--- src/rtl/seg7_scan_reader.sv ---
// seg7_scan_reader
//
// Watches a multiplexed, active-low, common-anode 7-segment display bus.
// The block waits for each digit slot to hold steady, then decodes the
// segment pattern back to a 4-bit BCD code. It collects one code per digit
// into a frame and offers that frame on a valid/ready output.
//
// Parameters:
//   NDIG        number of multiplexed digits (1..8)
//   STABLE_CYC  identical samples required before a digit is captured (>=2)
//
// Ports:
//   clk        system clock, rising edge
//   rst_n      synchronous active-low reset
//   an_n       digit enables, active-low, bit i selects digit i
//   seg_n      segments, active-low, {a,b,c,d,e,f,g} on bits 6..0
//   out_bcd    held frame, digit i at [4i+3:4i]
//   out_err    per-digit invalid-pattern flags for the held frame
//   out_valid  frame available
//   out_ready  consumer accepts the frame when valid&&ready at a clock edge
//   overrun    one-cycle pulse when a completed frame is dropped
module seg7_scan_reader #(
  parameter int NDIG       = 4,
  parameter int STABLE_CYC = 8
) (
  input  logic                 clk,
  input  logic                 rst_n,
  input  logic [NDIG-1:0]      an_n,
  input  logic [6:0]           seg_n,
  output logic [4*NDIG-1:0]    out_bcd,
  output logic [NDIG-1:0]      out_err,
  output logic                 out_valid,
  input  logic                 out_ready,
  output logic                 overrun
);

  localparam int CW = $clog2(STABLE_CYC);
  localparam int IW = (NDIG > 1) ? $clog2(NDIG) : 1;
  localparam logic [CW-1:0] CNT_LAST = CW'(STABLE_CYC - 1);

  typedef enum logic {SETTLE, HOLD} state_t;

  state_t                 state;
  logic [CW-1:0]          cnt;
  logic [NDIG-1:0]        smp_an;
  logic [6:0]             smp_seg;
  logic [NDIG-1:0][3:0]   dbuf;
  logic [NDIG-1:0]        ebuf;
  logic [NDIG-1:0]        seen;

  logic                   change;
  logic                   capture;
  logic                   complete;
  logic                   one_low;
  logic [IW-1:0]          cap_idx;
  logic [3:0]             dig_code;
  logic                   dig_err;
  logic [NDIG-1:0][3:0]   dbuf_next;
  logic [NDIG-1:0]        ebuf_next;
  logic [NDIG-1:0]        seen_next;
  int                     lows;

  // Segment pattern back to BCD; blank is a legal "off" digit and is not
  // flagged, anything unrecognised becomes E with its error bit set.
  always_comb begin
    dig_err  = 1'b0;
    dig_code = 4'hE;
    case (smp_seg)
      7'b0000001: dig_code = 4'd0;
      7'b1001111: dig_code = 4'd1;
      7'b0010010: dig_code = 4'd2;
      7'b0000110: dig_code = 4'd3;
      7'b1001100: dig_code = 4'd4;
      7'b0100100: dig_code = 4'd5;
      7'b0100000: dig_code = 4'd6;
      7'b0001111: dig_code = 4'd7;
      7'b0000000: dig_code = 4'd8;
      7'b0000100: dig_code = 4'd9;
      7'b1111111: dig_code = 4'hF;
      default: begin
        dig_code = 4'hE;
        dig_err  = 1'b1;
      end
    endcase
  end

  // Capture qualification and next-state of the digit buffer. A capture
  // needs exactly one enabled anode; no anode or several anodes at once are
  // ignored silently, since they occur normally during scan transitions.
  always_comb begin
    lows    = 0;
    cap_idx = '0;
    for (int i = 0; i < NDIG; i++) begin
      if (!smp_an[i]) begin
        lows    = lows + 1;
        cap_idx = IW'(i);
      end
    end
    one_low = (lows == 1);

    change  = ({an_n, seg_n} != {smp_an, smp_seg});
    capture = (state == SETTLE) && !change && (cnt == CNT_LAST) && one_low;

    dbuf_next = dbuf;
    ebuf_next = ebuf;
    seen_next = seen;
    if (capture) begin
      dbuf_next[cap_idx] = dig_code;
      ebuf_next[cap_idx] = dig_err;
      seen_next[cap_idx] = 1'b1;
    end
    complete = capture && (&seen_next);
  end

  // Sampling, settle/hold FSM, digit buffer and output handshake. The FSM
  // parks in HOLD after the settle period so a long stable slot yields a
  // single capture. A completed frame is loaded if the output slot is free
  // or being emptied on this same edge; otherwise it is dropped and overrun
  // pulses while the held frame stays untouched.
  always_ff @(posedge clk) begin
    if (!rst_n) begin
      state     <= SETTLE;
      cnt       <= '0;
      smp_an    <= '0;
      smp_seg   <= '0;
      dbuf      <= '0;
      ebuf      <= '0;
      seen      <= '0;
      out_bcd   <= '0;
      out_err   <= '0;
      out_valid <= 1'b0;
      overrun   <= 1'b0;
    end else begin
      smp_an  <= an_n;
      smp_seg <= seg_n;
      overrun <= 1'b0;

      case (state)
        SETTLE: begin
          if (change) begin
            cnt <= '0;
          end else if (cnt == CNT_LAST) begin
            state <= HOLD;
          end else begin
            cnt <= cnt + CW'(1);
          end
        end
        HOLD: begin
          if (change) begin
            cnt   <= '0;
            state <= SETTLE;
          end
        end
        default: begin
          cnt   <= '0;
          state <= SETTLE;
        end
      endcase

      dbuf <= dbuf_next;
      ebuf <= ebuf_next;

      if (complete) begin
        seen <= '0;
        if (!out_valid || out_ready) begin
          out_bcd   <= dbuf_next;
          out_err   <= ebuf_next;
          out_valid <= 1'b1;
        end else begin
          overrun <= 1'b1;
        end
      end else begin
        seen <= seen_next;
        if (out_valid && out_ready) begin
          out_valid <= 1'b0;
        end
      end
    end
  end

endmodule

--- config.mk ---
export PLATFORM = sky130hd
export DESIGN_NAME = seg7_scan_reader
export DESIGN_NICKNAME = d
export VERILOG_FILES = /design/src/rtl/seg7_scan_reader.sv
export SDC_FILE = /design/constraint.sdc
export NUM_CORES = 1
export LEC_CHECK = 0
export ABC_AREA = 1
export CORE_MARGIN = 5
export CORE_UTILIZATION = 48
export CTS_CLUSTER_DIAMETER = 120
export CTS_CLUSTER_SIZE = 40
export DETAILED_ROUTE_END_ITERATION = 12
export GPL_TIMING_DRIVEN = 1
export PLACE_DENSITY = 0.7
export SLEW_MARGIN = 20
export SYNTH_ARGS = -nofsm -noshare
export SYNTH_HDL_FRONTEND = slang
export SYNTH_SLANG_ARGS = --single-unit
--- constraint.sdc ---
create_clock -name clk -period 4.2 [get_ports clk]
set_input_delay 1.05 -clock clk [delete_from_list [all_inputs] [get_ports clk]]
set_output_delay 1.05 -clock clk [all_outputs]
set_load 0.05 [all_outputs]
==> summary.md, run 1 <==
| Metric | Value |
|---|---|
| GRT busiest layer | `met2` |
| Layout Nets | `512` |
| Mean area per synthesized cell | `6.58 sq um` |
| Port bufs | `35` |
| Slew @ Worst Pin | `0.694 ns` |
| DR vias | `2715` |
| Initial antenna violation count | `0` |
| Drt initial violations | `120` |
| Critical Path Start | `seg_n[6]` |
| Vias in the first global route | `2517` |
| Logic pwr share | `7.3%` |
| Setup crit end kind | `register` |
| Hold Fails Final Rpt | `0` |
| Core Rows | `28` |
| Crit share post-route | `72.1%` |
| Max cap viols | `0` |
| DP HPWL | `4540 microns` |
| Worst min-delay path category | `register to register` |
| Minimum clock period | `3.03 ns` |
| Post-CTS setup buffer count | `0` |
| Worst Reg-to-Reg Cells | `13` |
| Reg-to-Reg Start | `smp_an[0]` |
| Via density per instance | `4.75` |
| RePlAce Congestion | `0.857` |
| Clock buffer depth | `2` |
| Setup TNS | `0 ns` |
| Synth Warn # | `0` |
| Largest net degree at the start of global routing | `34` |
| Cell chain of the critical path | `clkdlybuf4s50_1, inv_1, nand2_1, nand2_1, nor2_1, nand3_1, nor2_4, nand3_2, nand2_2, nand3_1, nor2_4, nand3_1, nand2_1, nor2_1` |
| Post-CTS resize count | `0` |
| First-pass GRT wire length | `10700 microns` |
| Ant. Diodes | `0` |
| Setup crit start kind | `primary input` |
| Worst Hold Depth | `2` |
| Cell Pwr Density | `358 nW/um^2` |
| Max-Slew Margin vs Limit | `53.7%` |
| Critical path arrival | `3.26 ns` |
| Max VDD drop | `0.222 mV` |
| Critical Path RT | `4.43 ns` |
| TritonCTS clock tree | `done` |
| Hold Crit Start | `seen[0]` |
| Clock latency on the worst-skew pair | `0.34 ns` |
| Initial core utilization | `50.2%` |
| Slew Limit Fails | `0` |
| R2R Path End | `out_bcd[10]` |
| Die H | `89.2 microns` |
| Number of synthesized register bits | `61` |
| CTS root buf | `clkbuf_8` |
| F_max | `330 MHz` |
| Final setup vio count | `0` |
| Status | `finished, final reports clean` |
| GRT Util Overall | `17.2%` |
| H-tree depth | `3` |
| Setup CP Type | `primary input to register` |
| Worst path bufs/invs | `2` |
| Share of cells above drive strength 1 | `8.25%` |
| Clock slew at reported path FFs | `0.06 ns` |
| GRT overflow | `0` |
| Clock network power share | `47.1%` |
| Post-Layout Cell Count | `572` |
| Unrepaired setup endpoints after global routing | `no` |
| Mapped Cells | `457` |
| Wirelength per Cell | `10.7 microns` |
| Sequential cell area fraction in the yosys report | `40.6%` |
| FILL cells | `570` |
| Commonest non-fill, non-tap cells in the layout | `nand2_1 (135), nor2_1 (95), inv_1 (61), dfxtp_1 (61), clkdlybuf4s50_1 (35)` |
| Post-Syn Area | `3010 sq um` |
| Post-synthesis net count | `476` |
| Delay-heaviest family, CP | `simple AND/OR/NAND/NOR gates` |
| CP max stage delay | `0.50 ns` |
| Slowest CP cell | `clkdlybuf4s50_1` |
| Netlist cell types | `31` |
| DRC viols | `0` |
| Seq pwr share | `45.6%` |
| Post-route ant nets | `0` |
| Worst Path Max Fanout | `16` |
| Final Skew | `0.00637 ns` |
| GRT met1 Usage | `21.1%` |
| LEAKAGE | `0.00173 uW` |
| Die Span X | `89.2 microns` |
| Routed wire length | `6120 microns` |
| Clock sink total | `61` |
| Area Overhead vs Synth | `20.5%` |
| P_sw | `287 uW` |
| Die ar. | `7950 sq um` |
| Internal power | `1010 uW` |
| Met3 Usage GRT | `3.13%` |
| M2 GR Usage | `28.7%` |
| FF-to-FF setup slack | `1.17 ns` |
| Most common cell after layout, fill and taps aside | `nand2_1` |
| CTS Hold Bufs | `0` |
| IO Count | `36` |
| Placed instance count | `557` |
| Switching Share | `22.1%` |
| Core outline area | `5990 sq um` |
| CTS buffer count | `9` |
| TritonRoute pass-1 iters | `4` |
| Hold endpoint | `seen[0]` |
-- power by group through the flow --
stage	Sequential, uW	Clock (uW)	Combinational (uW)
5_1_grt	593	645	109
3_5_place_dp	605	0	94.7
4_1_cts	592	624	95.5
3_3_place_gp	605	0	93.1
6_report	592	611	94.4
2_1_floorplan	602	0	67.9
-- per-layer routing --
metal / vias up / routed length, microns
li1: 1457 / -
met2: 48 / 2770
met1: 1196 / 2890
met5: - / 0
met3: 14 / 339
met4: 0 / 127
-- cell usage after synthesis, drive strengths merged --
cell    count  area [sq um]
inv        68           258
buf         5          38.8
or2         2          12.5
nand3b      2          18.8
a21oi      12          75.1
xor2        1          8.76
nor3        5          25.0
o21ai       9          45.0
nor2       98           399
ha          5          62.6
clkbuf      6          22.5
nand3      34           195
xnor2       4          42.6
nand4       6          52.6
nand2     139           532
dfxtp      61          1220
-- tightest hold or removal path, stage by stage (launching register included) --
cell and delay (ns):
dfxtp_1 0.30, inv_1 0.07, a21oi_1 0.06
-- cell families after synthesis --
family	share of synthesized area (%)
and+or+nand+nor	41.0
DFF	40.6
xor gates and xnor gates	1.71
buffers and inverters	10.6
adders and majority gates	2.08
AOI/OAI and AO/OA	3.99
-- state kept, by name, summed over array words and instances, names as in the netlist --
name and flops:
out_valid 1, ebuf 4, state 1, seen 4
cnt 3, overrun 1, out_err 4, out_bcd 16
smp_an 4, smp_seg 7, dbuf 16
-- area by class of cell --
class	instances	area [sq um]	share of cell area, %
Clock buffer	10	128	3.52
Clock inverter	5	100	2.76
Inverter	68	258	7.11
Multi-Input combinational cell	317	1470	40.5
Sequential cell	61	1220	33.7
Tap cell	75	93.8	2.59
Timing Repair Buffer	36	358	9.87
-- per-stage QoR --
stage	cell area, sq um	total power [uW]	utilization [%]	worst slack (ns)	hold slack, ns
floorplan	3010	670	-	1.52	0.447
global placement	3400	698	56.7	0.854	0.459
detailed placement	3400	700	56.7	0.800	0.467
CTS	3630	1310	60.5	1.15	0.478
global route	3630	1350	60.5	0.870	0.498
finish	3630	1300	60.5	1.17	0.472
-- worst max-delay path by stage --
stage / to / slack (ns) / cells after the start
final: out_bcd[10] / 1.17 / 14
after global placement: out_bcd[2] / 0.85 / 14
after CTS: out_bcd[10] / 1.15 / 13
after floorplan: out_bcd[1] / 1.52 / 14
after global routing: out_bcd[0] / 0.87 / 14
after detailed placement: out_err[3] / 0.80 / 14
(Power assumes the default switching activity.)
==> run 2: changes to the inputs <==
==> constraint.sdc (replaced) <==
create_clock -name clk -period 2.8 [get_ports clk]
set_input_delay 0.7 -clock clk [delete_from_list [all_inputs] [get_ports clk]]
set_output_delay 0.7 -clock clk [all_outputs]
set_load 0.05 [all_outputs]
==> run 2 against run 1 <==
  * Global-route usage grew 0.082 points
  * Count of clock-buffer cells in the layout is the same
  * Final area grew 5.3%
  * Sequential cell count is the same
==> summary.md, run 2 (same netlist as run 1, synthesis figures left out) <==
| Metric | Value |
|---|---|
| Most common cell after layout, fill and taps aside | `nand2_1` |
| TritonCTS clock tree | `done` |
| Clock slew at reported path FFs | `0.07 ns` |
| Hold Fails Final Rpt | `0` |
| Clock sink total | `61` |
| Max cap viols | `0` |
| Commonest non-fill, non-tap cells in the layout | `nand2_1 (134), nor2_1 (95), inv_1 (61)` |
| M2 GR Usage | `28.7%` |
| Clock network power share | `49.9%` |
| Worst Path Max Fanout | `7` |
| Share of cells above drive strength 1 | `11.9%` |
| Core outline area | `5990 sq um` |
| DRC viols | `0` |
| Drt initial violations | `165` |
| Vias in the first global route | `2596` |
| Largest net degree at the start of global routing | `34` |
| Critical Path RT | `3.08 ns` |
| Slew @ Worst Pin | `1.05 ns` |
| GRT busiest layer | `met2` |
| Max-Slew Margin vs Limit | `29.7%` |
| CTS buffer count | `9` |
| Seq pwr share | `42.8%` |
| Initial core utilization | `50.2%` |
| Post-route ant nets | `0` |
| F_max | `378 MHz` |
| H-tree depth | `3` |
| Wirelength per Cell | `11.3 microns` |
| Final setup vio count | `0` |
| Setup crit end kind | `register` |
| GRT met1 Usage | `21.3%` |
| Die Span X | `89.2 microns` |
| Die ar. | `7950 sq um` |
| Routed wire length | `6630 microns` |
| Status | `finished, final reports clean` |
| Setup crit start kind | `register` |
| Switching Share | `21.9%` |
| Met3 Usage GRT | `3.78%` |
| GRT Util Overall | `17.3%` |
| Critical Path Start | `smp_an[0]` |
| IO Count | `36` |
| LEAKAGE | `0.00182 uW` |
| TritonRoute pass-1 iters | `5` |
| FILL cells | `537` |
| Core Rows | `28` |
| Critical path arrival | `2.92 ns` |
| Fin util | `63.8%` |
| P_sw | `455 uW` |
| Post-CTS setup buffer count | `0` |
| Placed instance count | `570` |
| First-pass GRT wire length | `10800 microns` |
| CTS root buf | `clkbuf_8` |
| Crit share post-route | `94.4%` |
| Worst min-delay path category | `register to register` |
| Reg-to-Reg Start | `smp_an[0]` |
| Post-Layout Cell Count | `589` |
| Setup CP Type | `register to register` |
| DR vias | `2796` |
| Internal power | `1620 uW` |
| DP HPWL | `4580 microns` |
| Logic pwr share | `7.3%` |
| Initial antenna violation count | `0` |
| RePlAce Congestion | `0.842` |
| Hold Crit Start | `seen[2]` |
| Port bufs | `35` |
| Max VDD drop | `0.391 mV` |
| Slew Limit Fails | `0` |
| GRT overflow | `0` |
| Clock latency on the worst-skew pair | `0.34 ns` |
| Via density per instance | `4.75` |
| Tot Pwr | `2080 uW` |
| Setup TNS | `0 ns` |
| Clock buffer depth | `2` |
| Minimum clock period | `2.64 ns` |
| Area Overhead vs Synth | `27.0%` |
| Die H | `89.2 microns` |
| Ant. Diodes | `0` |
| Final Skew | `0.00777 ns` |
| Layout Nets | `528` |
| Cell Pwr Density | `543 nW/um^2` |
| Top Registers | `dbuf x16, out_bcd x16, smp_seg x7` |
-- run 2: cell count changes in the layout (fill, tap and decap cells not counted) --
cell       change
buf_4         +12
nor2_4         +3
buf_12         +1
bufinv_16      +1
clkinv_2       -1
dfxtp_1        -1
dfxtp_2        +1
ha_1           -1
ha_4           +1
inv_6          +1
nand2_1        -1
nand2_2        +1
-- run 2: cell type report --
cell class | instances | area, sq um | share of cell area, %
clock buffer | 10 | 128 | 3.34
clock inverter | 6 | 134 | 3.50
inverter | 68 | 258 | 6.75
multi-input combinational | 320 | 1520 | 39.7
sequential | 61 | 1220 | 32.0
tap | 75 | 93.8 | 2.46
timing repair buffer | 49 | 468 | 12.2
-- run 2: through the flow --
step           area [sq um]  hold slack (ns)  worst slack [ns]
2_1_floorplan          3010            0.447             0.124
6_report               3820            0.476             0.155
4_1_cts                3770            0.477            0.0545
3_3_place_gp           3510            0.461            0.0864
3_5_place_dp           3510            0.468            0.0328
5_1_grt                3820            0.508          -0.00120
-- run 2: worst paths after layout --
check	slack [ns]	depth (start not counted)	to
min reg2reg	0.48	2	seen[2]
min	0.48	2	seen[2]
max reg2reg	0.16	13	out_bcd[3]
max	0.16	13	out_bcd[3]
-- run 2: metal layers --
metal	up-vias	share of wire (%)
met5	-	0
met4	0	1.7
met3	14	4.1
met2	55	47
met1	1228	47
li1	1499	-
-- run 2: power by group through the flow --
| stage | logic, uW | registers [uW] | clock network, uW |
|---|---|---|---|
| floorplan | 102 | 903 | 0 |
| global placement | 144 | 907 | 0 |
| detailed placement | 147 | 907 | 0 |
| CTS | 148 | 888 | 1050 |
| global route | 173 | 889 | 1100 |
| finish | 151 | 888 | 1040 |
-- run 2: timing repair --
action | 4_1_cts | 5_1_grt
setup endpoints to repair | 0 | 19
hold buffers | 0 | 0
gates resized for setup | 0 | 4
-- run 2: critical path, cell delays in order (launching register included) --
cell and delay (ns):
dfxtp_2 0.35, inv_1 0.09, ha_4 0.26, xnor2_2 0.15
ha_1 0.30, nand3b_2 0.24, a21oi_4 0.21, nand2_1 0.09
a21oi_2 0.12, buf_4 0.13, nand4_4 0.21, nor2_4 0.25
nor2_1 0.06, nor2_1 0.11
==> run 3: changes to the inputs <==
--- a/config.mk
+++ b/config.mk
@@ -5,14 +5,13 @@
 export SDC_FILE = /design/constraint.sdc
 export NUM_CORES = 1
 export LEC_CHECK = 0
-export ABC_AREA = 1
-export CORE_MARGIN = 5
+export CORE_MARGIN = 1.5
 export CORE_UTILIZATION = 48
 export CTS_CLUSTER_DIAMETER = 120
 export CTS_CLUSTER_SIZE = 40
 export DETAILED_ROUTE_END_ITERATION = 12
 export GPL_TIMING_DRIVEN = 1
-export PLACE_DENSITY = 0.7
+export PLACE_DENSITY = 0.71
 export SLEW_MARGIN = 20
 export SYNTH_ARGS = -nofsm -noshare
 export SYNTH_HDL_FRONTEND = slang
==> run 3 against run 2 <==
  * Highest routed layer unchanged
  * Die area fell by 24%
  * Clock skew rose by 0.0018 ns
  * Worst hold slack worse by 0.0035 ns
  * Total power down 10%
  * Critical path depth is 2 lower
  * Final cell count down 30%
==> summary.md, run 3 <==
| Metric | Value |
|---|---|
| Clock latency on the worst-skew pair | `0.33 ns` |
| Synth Warn # | `0` |
| Routed wire length | `5830 microns` |
| Share of cells above drive strength 1 | `20.0%` |
| Post-Syn Area | `2680 sq um` |
| Cell Pwr Density | `528 nW/um^2` |
| Initial antenna violation count | `0` |
| Clock slew at reported path FFs | `0.07 ns` |
| DR top layer | `met4` |
| CTS root buf | `clkbuf_8` |
| Critical Path RT | `3.06 ns` |
| Unrepaired setup endpoints after global routing | `yes` |
| Worst Path Max Fanout | `6` |
| Synth top area cells | `dfxtp_1 (46%), mux2i_1 (8.6%), xor2_1 (4.3%), nor2_1 (3.9%), nand2_1 (3.5%)` |
| FF-to-FF setup slack | `0.03 ns` |
| Max-Slew Margin vs Limit | `57.8%` |
| Commonest non-fill, non-tap cells in the layout | `dfxtp_1 (59), clkdlybuf4s50_1 (35), nor2_1 (28)` |
| TritonRoute pass-1 iters | `4` |
| Ys flop type | `dfxtp_1` |
| Top Registers | `dbuf x16, out_bcd x16, smp_seg x7` |
| Drt initial violations | `77` |
| Netlist cell types | `44` |
| Post-synth top area cell | `dfxtp_1` |
| Mapped Cells | `284` |
| Crit share post-route | `98.8%` |
| Status | `finished, final reports clean` |
| Post-route ant nets | `0` |
| Most common cell in the netlist | `dfxtp_1` |
| CTS Hold Bufs | `0` |
| Vias in the first global route | `2030` |
| Synth async-reset ratio | `0%` |
| Setup crit start kind | `register` |
| Wl on met1 | `2710 microns` |
| RePlAce Congestion | `0.825` |
| Post-synthesis net count | `303` |
| Max VDD drop | `0.363 mV` |
| Setup TNS | `0 ns` |
| Switching Share | `22.9%` |
| Final Skew | `0.00960 ns` |
| Core outline area | `5240 sq um` |
| IO Count | `36` |
| Critical path arrival | `3.03 ns` |
| F_max | `361 MHz` |
| Post-layout instance area | `3540 sq um` |
| Setup CP Type | `register to register` |
| Sequential cell area fraction in the yosys report | `45.7%` |
| DP HPWL | `4000 microns` |
| Logic pwr share | `9.0%` |
| Max cap viols | `0` |
| Via density per instance | `5.32` |
| Die H | `77.7 microns` |
| Reg-to-Reg Start | `smp_an[1]` |
| Hold Fails Final Rpt | `0` |
| First-pass GRT wire length | `9430 microns` |
| Synth top area share | `45.7%` |
| Layout Nets | `354` |
| Initial core utilization | `51.1%` |
| Seq pwr share | `48.0%` |
| GRT overflow | `0` |
| Setup crit end | `out_bcd[14]` |
| Clock network power share | `43.0%` |
| Die ar. | `6030 sq um` |
| Largest net degree at the start of global routing | `24` |
| Slew @ Worst Pin | `0.629 ns` |
| Worst Reg-to-Reg Cells | `11` |
| Top cells by instance count after synthesis | `dfxtp_1 (61), nor2_1 (28), nand2_1 (25), mux2i_1 (23), xor2_1 (13)` |
| Ant. Diodes | `0` |
| DR vias | `2181` |
| Die Span X | `77.7 microns` |
| Port bufs | `35` |
| Met3 wire len | `267 microns` |
| Internal power | `1440 uW` |
| Post-place instance area | `3220 sq um` |
| R2R Path End | `out_bcd[14]` |
| Most common cell after layout, fill and taps aside | `dfxtp_1` |
| CTS buffer count | `9` |
| Worst min-delay path category | `register to register` |
| Clock sink total | `61` |
| LEAKAGE | `0.00137 uW` |
| DRC viols | `0` |
| Critical Path Start | `smp_an[1]` |
| Area Overhead vs Synth | `32.3%` |
| P_sw | `427 uW` |
| Mean area per synthesized cell | `9.42 sq um` |
| Minimum clock period | `2.77 ns` |
| Core Rows | `26` |
| Number of synthesized flops with an enable pin | `0` |
| Wirelength per Cell | `14.2 microns` |
| Number of synthesized register bits | `61` |
| Slew Limit Fails | `0` |
| GRT Util Overall | `20.0%` |
| Met2 Wirelength | `2760 microns` |
| TritonCTS clock tree | `done` |
| Setup crit end kind | `register` |
| Clock buffer depth | `2` |
| H-tree depth | `3` |
| Final setup vio count | `0` |
run 3: cell count changes in the layout (fill, tap and decap cells not counted), sizes merged, moves of 4 or more:
cell and delta:
a211oi +4, and2 +11, buf +12, inv -62, mux2i +23, nand2 -114, nand3 -30, nor2 -73
nor4 +5, o21ai +5, o22ai +12, xor2 +12
run 3: cell families after synthesis:
family                   Yosys count  synth area share, %
AND/OR/NAND/NOR                   97                 20.9
flip-flops                        61                 45.7
AO/OA/AOI/OAI                     52                 11.9
buffers and inverters             28                 4.68
multiplexers                      23                 8.61
XOR/XNOR                          18                 5.89
adder cells (fa/ha/maj)            5                 2.34
run 3: what timing repair did:
item / in CTS / in global routing
buffers inserted: 0 / 1
endpoints found under the setup margin: 0 / 33
resized for setup: 0 / 22
run 3: per-layer routing:
layer / global-route usage (%) / vias up
li1: - / 1090
met1: 25.9 / 1032
met2: 31.1 / 50
met3: 5.29 / 9
met4: 9.09 / 0
met5: 0 / -
run 3: worst max-delay path: stages (launching register included):
cell      delay [ns]
dfxtp_2         0.35
inv_2           0.06
ha_4            0.25
xnor2_2         0.13
ha_1            0.28
or3b_1          0.35
o211ai_1        0.13
nand2_2         0.09
or4_4           0.50
buf_8           0.16
mux2i_4         0.19
o22ai_2         0.18
run 3: cell type report:
type / instances / area (sq um)
inverter: 7 / 26.3
multi-input combinational: 195 / 1430
sequential: 61 / 1220
fill: 440 / 1700
clock inverter: 3 / 42.5
timing repair buffer: 61 / 561
tap: 70 / 87.6
clock buffer: 13 / 169
run 3: worst min-delay path by stage:
stage,startpoint,end,slack (ns),cells past startpoint
finish,out_bcd[5],out_bcd[5],0.47,2
global route,seen[3],seen[3],0.49,2
CTS,seen[3],seen[3],0.47,2
detailed placement,seen[3],seen[3],0.45,2
global placement,seen[3],seen[3],0.45,2
floorplan,seen[2],seen[2],0.44,2
run 3: power by group through the flow:
stage          clock (uW)  combinational (uW)  sequential [uW]
5_1_grt               868                 185              897
2_1_floorplan           0                 118              899
3_3_place_gp            0                 158              914
6_report              803                 169              896
3_5_place_dp            0                 159              914
4_1_cts               827                 161              894
run 3: per-stage QoR:
stage               hold slack, ns  power, uW  util [%]  setup slack (ns)  std cells
finish                       0.472       1870      67.6            0.0324        410
detailed placement           0.455       1070      61.6            -0.172        393
global route                 0.489       1950      67.6           -0.0507        410
CTS                          0.469       1880      65.6            0.0330        409
floorplan                    0.441       1020         -           0.00220        284
global placement             0.453       1070      61.6            -0.165        393
